### src/rtl/pacman_death_controller.sv
// Pacman life/death sequencer: freezes play, counts lives, times the death animation.
// Optional PACMAN_RESPAWN_GRACE_EN extends invulnerability to GRACE_FRAMES after each (re)spawn.
module pacman_death_controller #(
  parameter int INIT_LIVES   = 3,
  parameter int LIVES_W      = 3,
  parameter int DEATH_FRAMES = 120,
  parameter int GRACE_FRAMES = 90,
  parameter int CNT_W        = 8
) (
  input  logic               clk,
  input  logic               rst,
  input  logic               frame_tick,
  input  logic               start_game,
  input  logic               pacman_is_dead,
  output logic               freeze,
  output logic               respawn_pulse,
  output logic [LIVES_W-1:0] lives_left,
  output logic               game_over,
  output logic [1:0]         state,
  output logic               invulnerable
);

  typedef enum logic [1:0] {
    IDLE  = 2'b00,
    PLAY  = 2'b01,
    DYING = 2'b10,
    OVER  = 2'b11
  } state_t;

  localparam logic [LIVES_W-1:0] LIVES_INIT = LIVES_W'(INIT_LIVES);
  localparam logic [CNT_W-1:0]   DEATH_LAST = CNT_W'(DEATH_FRAMES - 1);

  state_t           st;
  logic [CNT_W-1:0] cnt;
  logic             armed;
  logic             arm_now;

  assign state = st;

`ifdef PACMAN_RESPAWN_GRACE_EN
  localparam logic [CNT_W-1:0] GRACE_LAST = CNT_W'(GRACE_FRAMES - 1);

  always_comb begin
    arm_now = frame_tick && (cnt == GRACE_LAST);
  end
`else
  logic unused_grace;

  assign unused_grace = |CNT_W'(GRACE_FRAMES);

  always_comb begin
    arm_now = frame_tick;
  end
`endif

  always_ff @(posedge clk or posedge rst) begin
    if (rst) begin
      st            <= IDLE;
      lives_left    <= LIVES_INIT;
      freeze        <= 1'b1;
      respawn_pulse <= 1'b0;
      game_over     <= 1'b0;
      invulnerable  <= 1'b0;
      cnt           <= '0;
      armed         <= 1'b0;
    end else begin
      respawn_pulse <= 1'b0;
      unique case (st)
        IDLE, OVER: begin
          if (start_game) begin
            st            <= PLAY;
            lives_left    <= LIVES_INIT;
            respawn_pulse <= 1'b1;
            freeze        <= 1'b0;
            game_over     <= 1'b0;
            invulnerable  <= 1'b1;
            cnt           <= '0;
            armed         <= 1'b0;
          end
        end
        PLAY: begin
          // Collisions stay masked until the reload has settled.
          if (!armed) begin
            if (frame_tick) begin
              cnt <= cnt + 1'b1;
            end
            if (arm_now) begin
              armed        <= 1'b1;
              invulnerable <= 1'b0;
            end
          end else if (pacman_is_dead) begin
            st         <= DYING;
            lives_left <= (lives_left != '0) ? lives_left - 1'b1 : '0;
            freeze     <= 1'b1;
            cnt        <= '0;
          end
        end
        DYING: begin
          if (frame_tick) begin
            if (cnt == DEATH_LAST) begin
              if (lives_left == '0) begin
                st        <= OVER;
                game_over <= 1'b1;
              end else begin
                st            <= PLAY;
                respawn_pulse <= 1'b1;
                freeze        <= 1'b0;
                invulnerable  <= 1'b1;
                armed         <= 1'b0;
                cnt           <= '0;
              end
            end else begin
              cnt <= cnt + 1'b1;
            end
          end
        end
        default: st <= IDLE;
      endcase
    end
  end

endmodule

### config.mk
export PLATFORM = sky130hd
export DESIGN_NAME = pacman_death_controller
export DESIGN_NICKNAME = d
export VERILOG_FILES = /design/src/rtl/pacman_death_controller.sv
export SDC_FILE = /design/constraint.sdc
export NUM_CORES = 1
export LEC_CHECK = 0
export CORE_MARGIN = 5
export CORE_UTILIZATION = 58
export CTS_CLUSTER_SIZE = 12
export DETAILED_ROUTE_END_ITERATION = 8
export GPL_TIMING_DRIVEN = 0
export PLACE_DENSITY = 0.91
export SLEW_MARGIN = 20
export SYNTH_ARGS = -nofsm -noshare
export SYNTH_HDL_FRONTEND = slang
export SYNTH_SLANG_ARGS = --single-unit
### constraint.sdc
create_clock -name clk -period 2.6 [get_ports clk]
set_input_delay 0.65 -clock clk [delete_from_list [all_inputs] [get_ports clk]]
set_output_delay 0.65 -clock clk [all_outputs]
set_load 0.03 [all_outputs]
## After elaboration in Yosys (flattened, before gate mapping)

Cells that the tools add are included.

- Bits in registers: 18

- Reduce and logical (&&, ||, !) cells: 13
- Add/sub/neg operators: 2
- Muxes and demuxes: 46
- Equal/unequal tests: 16

Operator list:

| kind | count |
|---|---|
| 2-to-1 mux 8 bit | 7 |
| one-hot mux 8 bit (3 select lines) | 1 |
| 2-to-1 mux 1 bit | 21 |
| != test 2 bit, second input constant | 9 |
| AND reduction 5 bit | 3 |
| 2-to-1 mux 2 bit | 6 |
| 2-to-1 mux 3 bit | 4 |
| AND reduction 6 bit | 2 |
| != test 3 bit, second input constant | 3 |
| one-hot mux 1 bit (3 select lines) | 3 |
| adder 8 x 1 -> 8 bit, second input constant | 1 |
| == test 8 x 7 -> 1 bit, second input constant | 1 |
| AND reduction 4 bit | 2 |
| one-hot mux 2 bit (3 select lines) | 1 |
| one-hot mux 3 bit (2 select lines) | 1 |
| == test 2 bit, second input constant | 2 |
| one-hot mux 1 bit (2 select lines) | 2 |
| nonzero test 2 bit | 2 |
| zero test 3 bit | 1 |
| nonzero test 3 bit | 1 |
| subtractor 3 x 1 -> 3 bit, second input constant | 1 |
| == test 2 x 1 -> 1 bit, second input constant | 1 |
| zero test 2 bit | 1 |
| OR reduction 2 bit | 1 |

## Longest topological paths before layout

Gate-level depths: netlist (run 1).

- Depth in word-level cells: 5
- Depth in mapped cells: 7

## Least setup slack after synthesis (run 1)

Ideal clock, no wire load.

- Path kind: reg2reg
- From: register st[0], in the netlist state[0]
- To: register cnt[2]
- Slack: 666 ps
- Path buffers: 1
- Period minus slack after synthesis: 1934 ps
- Data arrival time: 1813 ps
- Cell stages (with the launch flop): 8
- Required time: 2479 ps
- Cells stage by stage: dfrtp_1 -> inv_1 -> ha_1 -> nand2b_1 -> o211a_1 -> and2_1 -> buf_2 -> a22o_1

- Cells in the longest elaborated chain, start to end: 4
- Elaborated cells on any way between the ends: 12

RTL lines:

| element | RTL line | source |
|---|---|---|
| start, declared | 33 | `state_t st;` |
| start signal, assigned | 58 | `st <= IDLE;` |
| start signal, assigned | 71 | `st <= PLAY;` |
| start signal, assigned | 92 | `st <= DYING;` |
| == test 2 bit or zero test 2 bit (tied branches) | 68 | `unique case (st)` |
| OR reduction 2 bit | 68 |  |
| != test 2 bit (no source line) | n/a |  |
| AND reduction 5 bit (no source line) | n/a |  |
| end signal, assigned | 85 | `cnt <= cnt + 1'b1;` |
| end signal, assigned | 113 | `cnt <= cnt + 1'b1;` |
| end, declared | 34 | `logic [CNT_W-1:0] cnt;` |

Parallel ways exist; a longest one is shown, timed or not.
A chain may end at the register's enable or synchronous reset.

## Final worst setup path (run 1)

- From: register lives_left[0]
- To: output lives_left[0]

RTL lines:

| element | RTL line | source |
|---|---|---|
| start, declared | 17 | `output logic [LIVES_W-1:0] lives_left,` |
| start signal, assigned | 93 | `lives_left <= (lives_left != '0) ? lives_left - 1'b1 : '0;` |

No word-level cell between the ends.

==> results, run 1 <==
- The flow ran to the end, and the final reports show no timing, DRC or antenna violations.
- Wires add up to 2311 um.
- TritonCTS built the clock tree.
- The via count is 944.
- The maximum ir drop on the vdd rail is 0.8316 mV.
- For the pin with the worst max-slew slack, the measured transition is 0.6620 ns.
- After detailed routing, the number of vias per cell comes to 6.013.
- In this run the worst setup path terminates at lives_left[0].
- The share of total power dissipated in combinational logic is 0.576.
- Clock tree synthesis selected as its root buffer the cell sky130_fd_sc_hd__clkbuf_4.
- After floorplanning, the core was sized to cover 1764 um^2.
- Input and output buffers added on the ports amount to 13.
- The worst path meets setup with 0.3422 ns of slack.
- The reg-to-reg critical path endpoint is cnt[3].
- The via count of the first global-routing pass is 931.
- The antenna cell count is 0.
- Across the routed clock network, the largest skew measured is 0.005548 ns.
- The critical path goes through clkdlybuf4s50_1.
- The worst min-delay path category is register to register.
- For this run, the slowest stage of the critical path takes 0.69 ns.
- The critical path is of the register to primary output type.
- The floorplan row count is 15.
- The clock period minus final worst setup slack is 2.258 ns.
- The first global-routing pass estimated 4029 um of wire.
- The mean area per synthesized cell is 9.498 um^2.
- Leaving out fill and tap cells, the most frequent cells in the layout are sky130_fd_sc_hd__dfrtp_1 (15), sky130_fd_sc_hd__clkdlybuf4s50_1 (13), sky130_fd_sc_hd__inv_1 (11), sky130_fd_sc_hd__nor2_1 (7), sky130_fd_sc_hd__nand2_1 (7).
- The setup-violating endpoint count in the final report is 0.
- The clock transition at the registers of the reported paths is 0.10 ns.
- Once the clock tree was built, the resizer swapped 0 gates to a different size.
- The fraction of the yosys area taken by sequential cells is 0.4158.
- The clock net sink count is 18.
- The reg-to-reg setup timing slack is 0.56 ns.
- The kind of cell with the highest combined delay along the critical path is buffers and inverters.
- The I/O pin count is 14.
- In the final timing run, aggregate negative setup slack is 0 ns.
- The number of buffer and inverter instances along the worst setup path is 1.
- The tool flagged a number of max-cap violations equal to 0.
- The startpoint identified for the worst register-to-register timing path is state[0].
- STA classifies the critical path endpoint as a primary output.
- Buffers inserted to repair hold after CTS numbered 0.
- Synthesis produced a netlist with a net count of 124.
- The most common cell after layout, fill and taps aside is sky130_fd_sc_hd__dfrtp_1.
- The post-synthesis to final-layout area growth is 18.10%.
- At the later pin of the worst-skew pair, clock insertion delay measures 0.29 ns.
- Counting cells, the worst reg-to-reg path comes to 6.
- The post-route clock period utilization is 0.8684.
- After filler insertion, the fill cell instance count of the layout stands at 142.
- The number of CTS-inserted buffers is 3.
- The final hold violation count is 0.
- Sorting the synthesized cells by area gives the leading types as sky130_fd_sc_hd__dfrtp_1 (34%), sky130_fd_sc_hd__dfstp_2 (7.2%), sky130_fd_sc_hd__o221ai_1 (4.8%), sky130_fd_sc_hd__ha_1 (4.6%), sky130_fd_sc_hd__inv_1 (3.8%).
- Along the worst path, the maximum fanout reaches 9.
- Timing would allow up to 442.9 MHz.
- The number of nets at the end of the flow is 142.
- Once detail routing completed, the nets flagged for antenna violations numbered 0.
- The power spent charging and discharging nets is 0.6460 mW.
- The fraction of post-synthesis cell area in the top cell type by area is 0.3436.
- In the synthesized netlist, the number of instances is 115.
- The maximum number of pins on one net before global-route repair is 19.
- The first element of the critical path is lives_left[0].
- After global routing the overflow that remains totals 0.
- The netlist area before placement is 1092 um^2.
- Of the total power, registers draw 0.306.
- The startpoint kind of the worst setup timing path is a register.
- Setup repair after global routing left no endpoint under its margin.
- The clock share of power is 0.119.
- In this run the deepest clock path goes through 2 buffers.
- Across every metal layer, demand over resource in global routing totals 0.1933.
- Of the cells placed in the final design, the portion with a size suffix greater than 1 is 0.09091.
- For this run, the leading register cell type out of synthesis is sky130_fd_sc_hd__dfrtp_1.
- Of the total power, the share spent switching nets is 0.4477.
- Detailed placement finished with a half-perimeter wire length of 1712 um.
- The initial antenna violation count is 0.
- In the final layout, flip-flops and latches occupy 454.2 um^2.
- The multi-input combinational cells in the finished layout cover a total of 588.1 um^2.
- Power spread over the standard cell area amounts to 1119 nW/um^2.
- The die span in x is 53.40 um.
- The congestion estimate from routability-driven global placement came to 0.8441.
- The dominant cell type by area after synthesis is sky130_fd_sc_hd__dfrtp_1.
- From bottom edge to top edge, the die measures 53.40 um.
- The post-synthesis async set-or-reset flop share is 1.000.
- The first-iteration detailed-routing DRC count is 37.
- The pre-CTS setup slack is 0.3566 ns.
- The number of synthesis warnings is 0.
- The count of buffers added by post-CTS timing repair for setup is 0.
- STA puts the critical path data required time at 1.95 ns.
- The initial utilization of the core area, before any placement, comes to 0.6191.
- The count of state elements after synthesis is 18.
- The die outline area is 2851 um^2.
- Counting flops with a built-in enable in the synthesized netlist gives 0.
- The maximum level of the CTS H-tree is 1.
- The number of cells on the critical path is 1.
- Summed over all cells, the static leakage comes to 0.5402 nW.
- The cell with the largest stage delay on the worst path is sky130_fd_sc_hd__clkdlybuf4s50_1.
- The max-slew violation total from the final report is 0.
- The overall power consumption is 1.443 mW.
- After detailed routing, the average wire length per cell comes to 14.72 um.
- After detailed routing, the number of remaining DRC violations is 0.
- The total iterations of the first detailed-routing run is 4.
- Data on the critical path arrives at its endpoint at 1.61 ns.
- The number of unique standard cell types used by synthesis is 42.
- The internal portion of total power is 0.7970 mW.
- The remaining max-slew budget at the tightest pin is 0.5582.
## how the worst min path moves through the flow
| stage | start | end | slack (ns) | cells past startpoint |
|---|---|---|---|---|
| after global placement | cnt[0] | cnt[0] | 0.48 | 1 |
| after CTS | cnt[0] | cnt[0] | 0.50 | 1 |
| after floorplan | cnt[0] | cnt[0] | 0.47 | 1 |
| after global routing | invulnerable | invulnerable | 0.54 | 1 |
| after detailed placement | cnt[0] | cnt[0] | 0.49 | 1 |
| final | cnt[0] | cnt[0] | 0.50 | 1 |
## Yosys cell counts (all sizes together), types with 2 or more instances
cell / instances
dfrtp: 15
inv: 11
nand2: 7
nor2: 7
o221ai: 6
o21ai: 5
and2: 4
ha: 4
nand2b: 4
nand3: 4
o211ai: 4
a21oi: 3
and3: 3
dfstp: 3
mux2i: 3
a21boi: 2
a31o: 2
a31oi: 2
nand4: 2
nor2b: 2
o21a: 2
o22ai: 2
or3: 2
## layout make-up
cell class / instances / share of cell area
clock buffer: 4 / 0.02813
multi-input combinational: 84 / 0.4559
tap: 25 / 0.02425
timing repair buffer: 13 / 0.1009
inverter: 11 / 0.03201
sequential: 18 / 0.3521
buffer: 2 / 0.006790
## state kept, by name, summed over array words and instances (netlist names)
| name | cells |
|---|---|
| armed | 1 |
| cnt | 8 |
| freeze | 1 |
| game_over | 1 |
| invulnerable | 1 |
| lives_left | 3 |
| respawn_pulse | 1 |
| state | 2 |
## logic make-up (layout without fill, tap and decap cells)
kind of cell	Yosys count	count (layout)	share of synthesized area
compound gates	37	37	0.2543
buf+inv	13	30	0.04581
flops	18	18	0.4158
mux	3	3	0.02749
simple gates	40	40	0.2108
fa+ha+maj	4	4	0.04582
## through the flow
stage	hold WS (ns)	cells	cell area (um^2)	utilization
final	0.4982	157	1290	0.7312
after global routing	0.5426	157	1290	0.7312
after CTS	0.5011	157	1290	0.7312
after detailed placement	0.4875	153	1254	0.7106
after global placement	0.4821	153	1254	0.7106
after floorplan	0.4706	115	1092	-
## power by group through the flow
stage | clock network (mW) | logic [mW] | registers, mW
final | 0.171 | 0.831 | 0.441
after global routing | 0.185 | 0.898 | 0.459
after CTS | 0.173 | 0.826 | 0.441
after global placement | 0 | 0.794 | 0.442
after floorplan | 0 | 0.495 | 0.537
after detailed placement | 0 | 0.820 | 0.446
## metal layers
metal / track usage / routed length, um
met2: 0.3204 / 1074
met1: 0.2452 / 1121
met4: 0.08511 / 29
met3: 0.02817 / 86
met5: 0 / 0
(Power assumes the default switching activity.)
==> inputs of run 2 (changes only) <==
--- a/config.mk
+++ b/config.mk
@@ -5,12 +5,15 @@
 export SDC_FILE = /design/constraint.sdc
 export NUM_CORES = 1
 export LEC_CHECK = 0
+export CELL_PAD_IN_SITES_DETAIL_PLACEMENT = 1
+export CELL_PAD_IN_SITES_GLOBAL_PLACEMENT = 2
 export CORE_MARGIN = 5
-export CORE_UTILIZATION = 58
+export CORE_UTILIZATION = 36
 export CTS_CLUSTER_SIZE = 12
 export DETAILED_ROUTE_END_ITERATION = 8
 export GPL_TIMING_DRIVEN = 0
-export PLACE_DENSITY = 0.91
+export PLACE_DENSITY = 0.9
+export RECOVER_POWER = 50
 export SLEW_MARGIN = 20
 export SYNTH_ARGS = -nofsm -noshare
 export SYNTH_HDL_FRONTEND = slang
==> results, run 2 (same netlist as run 1, synthesis figures left out) <==
- The flow ran to the end, and the final reports show no timing, DRC or antenna violations.
- The number of buffers added on ports is 13.
- Across the run, the number of max-cap violations was 0.
- The floorplan row count is 20.
- The post-synthesis to final-layout area growth is 19.02%.
- The total iterations of the first detailed-routing run is 4.
- The first-pass GRT wire length is 4547 um.
- Power comes to 1.455 mW.
- The total grt overflow is 0.
- Setup violations remaining at the end of the flow were counted as 0.
- The clock period minus final worst setup slack is 2.297 ns.
- Detailed routing inserted a total of 949 vias.
- The first-iteration detailed-routing DRC count is 37.
- The required time at the worst-slack endpoint is 1.95 ns.
- After detailed routing, the total wire length is 2542 um.
- The library cells used most frequently in the layout, excluding fill and tap cells, are sky130_fd_sc_hd__dfrtp_1 (15), sky130_fd_sc_hd__clkdlybuf4s50_1 (12), sky130_fd_sc_hd__inv_1 (11), sky130_fd_sc_hd__nor2_1 (7), sky130_fd_sc_hd__nand2_1 (7).
- The post-detailed-route wirelength per cell is 15.41 um.
- The number of antenna diodes in the final layout is 0.
- The number of CTS-inserted buffers is 3.
- The register with the most flip-flops in the layout has 8 of them.
- Data on the critical path arrives at its endpoint at 1.65 ns.
- The post-cts repair resize count is 0.
- The tightest hold margin is 0.4958 ns.
- The initial antenna violation count is 0.
- The remaining routing DRC violations is 0.
- The initial utilization of the core area, before any placement, comes to 0.3668.
- TritonCTS built the clock tree.
- In this run the count of I/O pins placed on the die edge is 14.
- The final hold violation count is 0.
- The global-route usage over all layers is 0.1370.
- STA classifies the critical path endpoint as a primary output.
- The number of buffer and inverter instances along the worst setup path is 1.
- The register with the most flip-flops is cnt.
- The delay of the slowest critical-path stage is 0.70 ns.
- In this run the number of cells on the critical path is 1.
- The post-detailed-placement half-perimeter wirelength is 1970 um.
- The most common cell after layout, fill and taps aside is sky130_fd_sc_hd__dfrtp_1.
- The timing-limited maximum frequency is 435.3 MHz.
- The max-slew violation total from the final report is 0.
- In this run the horizontal extent of the chip is 65.09 um.
- Dividing the final minimum period by the clock period gives 0.8836.
- The final estimated routing congestion in global placement is 0.7821.
- Once detail routing completed, the nets flagged for antenna violations numbered 0.
- STA classifies the critical path startpoint as a register.
- The top fanout value on the critical path is 9.
- The clock drives 18 sinks.
- The placeable core area is 2978 um^2.
- In this run the static leakage power is 0.5395 nW.
- Among all stages on the critical path, the largest delay is contributed by sky130_fd_sc_hd__clkdlybuf4s50_1.
- The number of cells traversed by the worst hold path is 1.
- Setup total negative slack on the finished layout was measured at 0 ns.
- In the final layout, the share of cells above drive strength 1 is 0.09091.
- The depth of the worst register-to-register path is 6.
- For this run, the share of the core covered by cells in the final layout is 0.4366.
- Among cell families on the critical path, the largest total delay comes from buffers and inverters.
- The setup path with the least slack is of type register to primary output.
- The power per standard cell area is 1119 nW/um^2.
- In this run the clock root is driven by a sky130_fd_sc_hd__clkbuf_4.
- Measured against its own limit, the worst slew margin works out to 0.5317.
- Entering global routing, the biggest net connects 19 pins.
- No sink is reached through more buffers than the 2 on the longest clock path.
- The number of nets at the end of the flow is 142.
- After clock tree synthesis, the clock-pin slew on the worst setup and hold paths is 0.11 ns.
- The via count of the first global-routing pass came to 1000.
- The floorplan step defined a die boundary enclosing 4236 um^2.
- Once the clock tree was built, the setup fixing pass inserted 0 buffers.
- The number of hold buffers added after CTS was 0.
- In this run the number of H-tree levels came out at 1.
- Setup repair after global routing left no endpoint under its margin.
- The signal on the critical path passes through clkdlybuf4s50_1.
- The worst min-delay path category is register to register.
- VDD sags by at most 0.5199 mV.
- For the pin with the worst max-slew slack, the measured transition is 0.7017 ns.
- The worst-skew pair later-pin latency is 0.30 ns.
- In this run the vertical extent of the chip is 65.09 um.
- The number of vias per cell is 5.752.
- The clock skew is 0.006170 ns.
[run 2: changes by cell type in the layout (fill, tap and decap cells not counted)]
cell                              previous run  this run
sky130_fd_sc_hd__dlygate4sd3_1               0         1
sky130_fd_sc_hd__and2_1                      4         3
sky130_fd_sc_hd__clkdlybuf4s50_1            13        12
sky130_fd_sc_hd__and2_0                      0         1
[run 2: metal layers]
| metal | share of wire | GRT usage | up-vias |
|---|---|---|---|
| met3 | 0.041 | 0.04159 | 2 |
| li1 | - | - | 462 |
| met4 | 0.0083 | 0.03109 | 0 |
| met1 | 0.47 | 0.1660 | 472 |
| met5 | 0 | 0 | - |
| met2 | 0.48 | 0.2375 | 13 |
[run 2: worst paths after layout]
| check | from | to | slack, ns |
|---|---|---|---|
| max in group asynchronous | rst | cnt[1] | 1.27 |
| worst max-delay path | lives_left[0] | lives_left[0] | 0.30 |
| worst min register to register | invulnerable | invulnerable | 0.50 |
| worst min-delay path | invulnerable | invulnerable | 0.50 |
| worst max register to register | state[0] | cnt[3] | 0.59 |
| min in group asynchronous | rst | armed | 0.88 |
[run 2: cell type report]
class / count / area (um^2)
Clock buffer: 4 / 36.28
Sequential cell: 18 / 454.2
Buffer: 2 / 8.758
Timing Repair Buffer: 13 / 130.1
Inverter: 11 / 41.29
Tap cell: 33 / 41.29
Fill cell: 363 / 1678
Multi-Input combinational cell: 84 / 588.1
[run 2: power breakdown]
group          leakage, nW  internal, mW  switching, mW
clock               0.0210        0.0854         0.0915
combinational        0.288         0.339          0.496
sequential           0.231         0.372         0.0710
total                0.539         0.797          0.658
[run 2: stage by stage]
stage          std cells  setup slack, ns  instance area (um^2)
6_report             165           0.3028                  1300
5_1_grt              165           0.2522                  1300
4_1_cts              165           0.2977                  1300
3_5_place_dp         161           0.3613                  1264
3_3_place_gp         161           0.3757                  1264
2_1_floorplan        115           0.6663                  1092
==> inputs of run 3 (changes only) <==
--- a/config.mk
+++ b/config.mk
@@ -9,11 +9,13 @@
 export CELL_PAD_IN_SITES_GLOBAL_PLACEMENT = 2
 export CORE_MARGIN = 5
 export CORE_UTILIZATION = 36
+export CTS_CLUSTER_DIAMETER = 120
 export CTS_CLUSTER_SIZE = 12
 export DETAILED_ROUTE_END_ITERATION = 8
 export GPL_TIMING_DRIVEN = 0
 export PLACE_DENSITY = 0.9
 export RECOVER_POWER = 50
+export REMOVE_ABC_BUFFERS = 1
 export SLEW_MARGIN = 20
 export SYNTH_ARGS = -nofsm -noshare
 export SYNTH_HDL_FRONTEND = slang
==> results, run 3 (same netlist as run 1, synthesis figures left out) <==
- The vertical extent of the die is 65.09 um.
- The cell type group with the largest total delay on the critical path is buffers and inverters.
- The finished cells cover 1281 um^2.
- The worst-skew pair later-pin latency is 0.30 ns.
- The library cells used most frequently in the layout, excluding fill and tap cells, are sky130_fd_sc_hd__dfrtp_1 (15), sky130_fd_sc_hd__clkdlybuf4s50_1 (12), sky130_fd_sc_hd__inv_1 (11), sky130_fd_sc_hd__nor2_1 (7), sky130_fd_sc_hd__nand2_1 (7).
- The number of buffer and inverter instances along the worst setup path is 1.
- The tree is rooted in a sky130_fd_sc_hd__clkbuf_4.
- At the end of routability-driven placement, the weighted congestion stood at 0.8181.
- The origin of the worst min-delay path is invulnerable.
- The count of buffers added on input and output ports is 13.
- In this run the number of H-tree levels came out at 1.
- For hold timing, the worst endpoint is invulnerable.
- The worst register-to-register path ends at cnt[2].
- Walking the worst path, the cells encountered are clkdlybuf4s50_1.
- The HPWL after detailed placement is 1969 um.
- The floorplan has 20 rows.
- The analysis attributes to cell leakage a power of 0.5308 nW.
- Before antenna repair, the detailed router went through 4 iterations.
- 14 I/O pins were placed.
- The remaining routing DRC violations is 0.
- The number of standard cells in the final layout excluding fillers is 163.
- The number of CTS-inserted buffers is 3.
- The post-detailed-route wirelength per cell is 15.99 um.
- The maximum ir drop on the vdd rail is 0.3194 mV.
- The clock net sink count is 18.
- The ratio of cells with drive above 1 in the final layout is 0.06923.
- Global routing finished with a remaining overflow of 0.
- The setup-violating endpoint count in the final report is 0.
- Post-CTS repair changed the size of 0 cells.
- The internal portion of the total power is 0.7603 mW.
- The max capacitance violation total is 0.
- For the pin with the worst max-slew slack, the measured transition is 0.6858 ns.
- The via count of the first global-routing pass came to 975.
- In this run the power spent charging and discharging nets is 0.6598 mW.
- On the final layout, the worst clock skew is 0.001941 ns.
- Dividing the final minimum period by the clock period gives 0.8829.
- The initial antenna violation count was 0.
- The flow ran to the end, and the final reports show no timing, DRC or antenna violations.
- Across all register-to-register paths, the minimum setup slack is 0.47 ns.
- Clock-pin slew was measured on the worst setup and hold paths at 0.11 ns.
- The worst register-to-register path begins at state[1].
- In this design, the stage delay of the slowest critical-path cell is 0.70 ns.
- Setup repair after global routing left no endpoint under its margin.
- After layout, the design draws a total of 1.420 mW.
- The number of buffers inserted for hold repair after clock tree synthesis is 0.
- The count of buffers added by post-CTS timing repair for setup is 0.
- The number of antenna-violating nets in the routed design is 0.
- STA classifies the critical path startpoint as a register.
- The final hold violation count is 0.
- The number of nets at the end of the flow is 140.
- The placeable core area is 2978 um^2.
- The routed design has 2607 um of wire.
- The switching share of total power is 0.4646.
- The die covers 4236 um^2.
- The worst pin sits at a relative slew slack of 0.5423.
- The final route contains 934 vias.
- The required time at the worst-slack endpoint is 1.95 ns.
- The critical path in this run is classified as register to primary output.
- The first-pass GRT wire length is 4643 um.
- The proportion of power drawn by flip-flops and latches is 0.313.
- The worst path needs 2.296 ns of the cycle, external delays included.
- Leaving out fill and tap cells, the most frequent cell in the layout is sky130_fd_sc_hd__dfrtp_1.
- The floorplan step set the die width to 65.09 um.
- Data arrives at the worst endpoint at 1.65 ns.
- The tightest hold margin is 0.4991 ns.
- In this run the cell area measured after placement is 1255 um^2.
- Across every metal layer, demand over resource in global routing totals 0.1389.
- TritonCTS built the clock tree.
- The first-iteration detailed-routing DRC count is 25.
- The pre-CTS setup slack is 0.3047 ns.
- The instance count after placement with tap cells included is 159.
- The antenna cell count is 0.
- The largest individual stage delay along the critical path comes from the cell sky130_fd_sc_hd__clkdlybuf4s50_1.
- The final sum of negative setup slack is 0 ns.
- The top fanout value on the critical path is 9.
- Of the total power, combinational logic draws 0.576.
- For this configuration, the core starts out at a cell density of 0.3668.
- The depth of the worst register-to-register path is 6.
- Entering global routing, the biggest net connects 19 pins.
- The max-slew violation total from the final report is 0.
- Timing would allow up to 435.6 MHz.
- The number of cells traversed by the worst hold path is 1.
- The number of vias per cell is 5.730.
- The register with the most flip-flops in the layout has 8 of them.
- The path class of the tightest hold or removal check is register to register.
- Across all setup checks in the final design, the least slack found is 0.3044 ns.
- The worst setup path is captured at a primary output.
- At the end of the flow the core is filled with cells to 0.4303.
- The register with the most flip-flops is cnt.
- The power per standard cell area is 1108 nW/um^2.
- The maximum number of buffers from clock root to sink is 2.
- The area growth from synthesis to layout is 17.30%.
- The clock share of power is 0.111.
- The layout has 357 filler cells.
==> run 3: power by group through the flow <==
stage	Sequential [mW]	Combinational, mW	Clock, mW
after floorplan	0.537	0.483	0
after global placement	0.443	0.804	0
after detailed placement	0.451	0.828	0
after CTS	0.446	0.832	0.163
after global routing	0.461	0.896	0.179
final	0.445	0.818	0.158
==> run 3: per-layer routing <==
layer,routed length (um),part of all wire,track usage
met1,1214,0.47,0.1640
met2,1267,0.49,0.2503
met3,109,0.042,0.04159
met4,15,0.0058,0.02332
met5,0,0,0
==> run 3: worst max path at each step <==
stage,slack (ns),end,start,cells after the start
finish,0.30,lives_left[0],lives_left[0],1
CTS,0.29,lives_left[0],lives_left[0],1
global placement,0.33,cnt[5],start_game,5
detailed placement,0.30,cnt[7],start_game,5
floorplan,0.60,cnt[2],state[1],6
global route,0.25,lives_left[0],lives_left[0],1
==> run 3: layout make-up <==
type                       instances  area (um^2)  share of cell area
clock buffer                       4        26.28             0.02051
inverter                          11        41.29             0.03223
multi-input combinational         84        588.1              0.4590
sequential                        18        454.2              0.3545
tap                               33        41.29             0.03223
timing repair buffer              13        130.1              0.1016
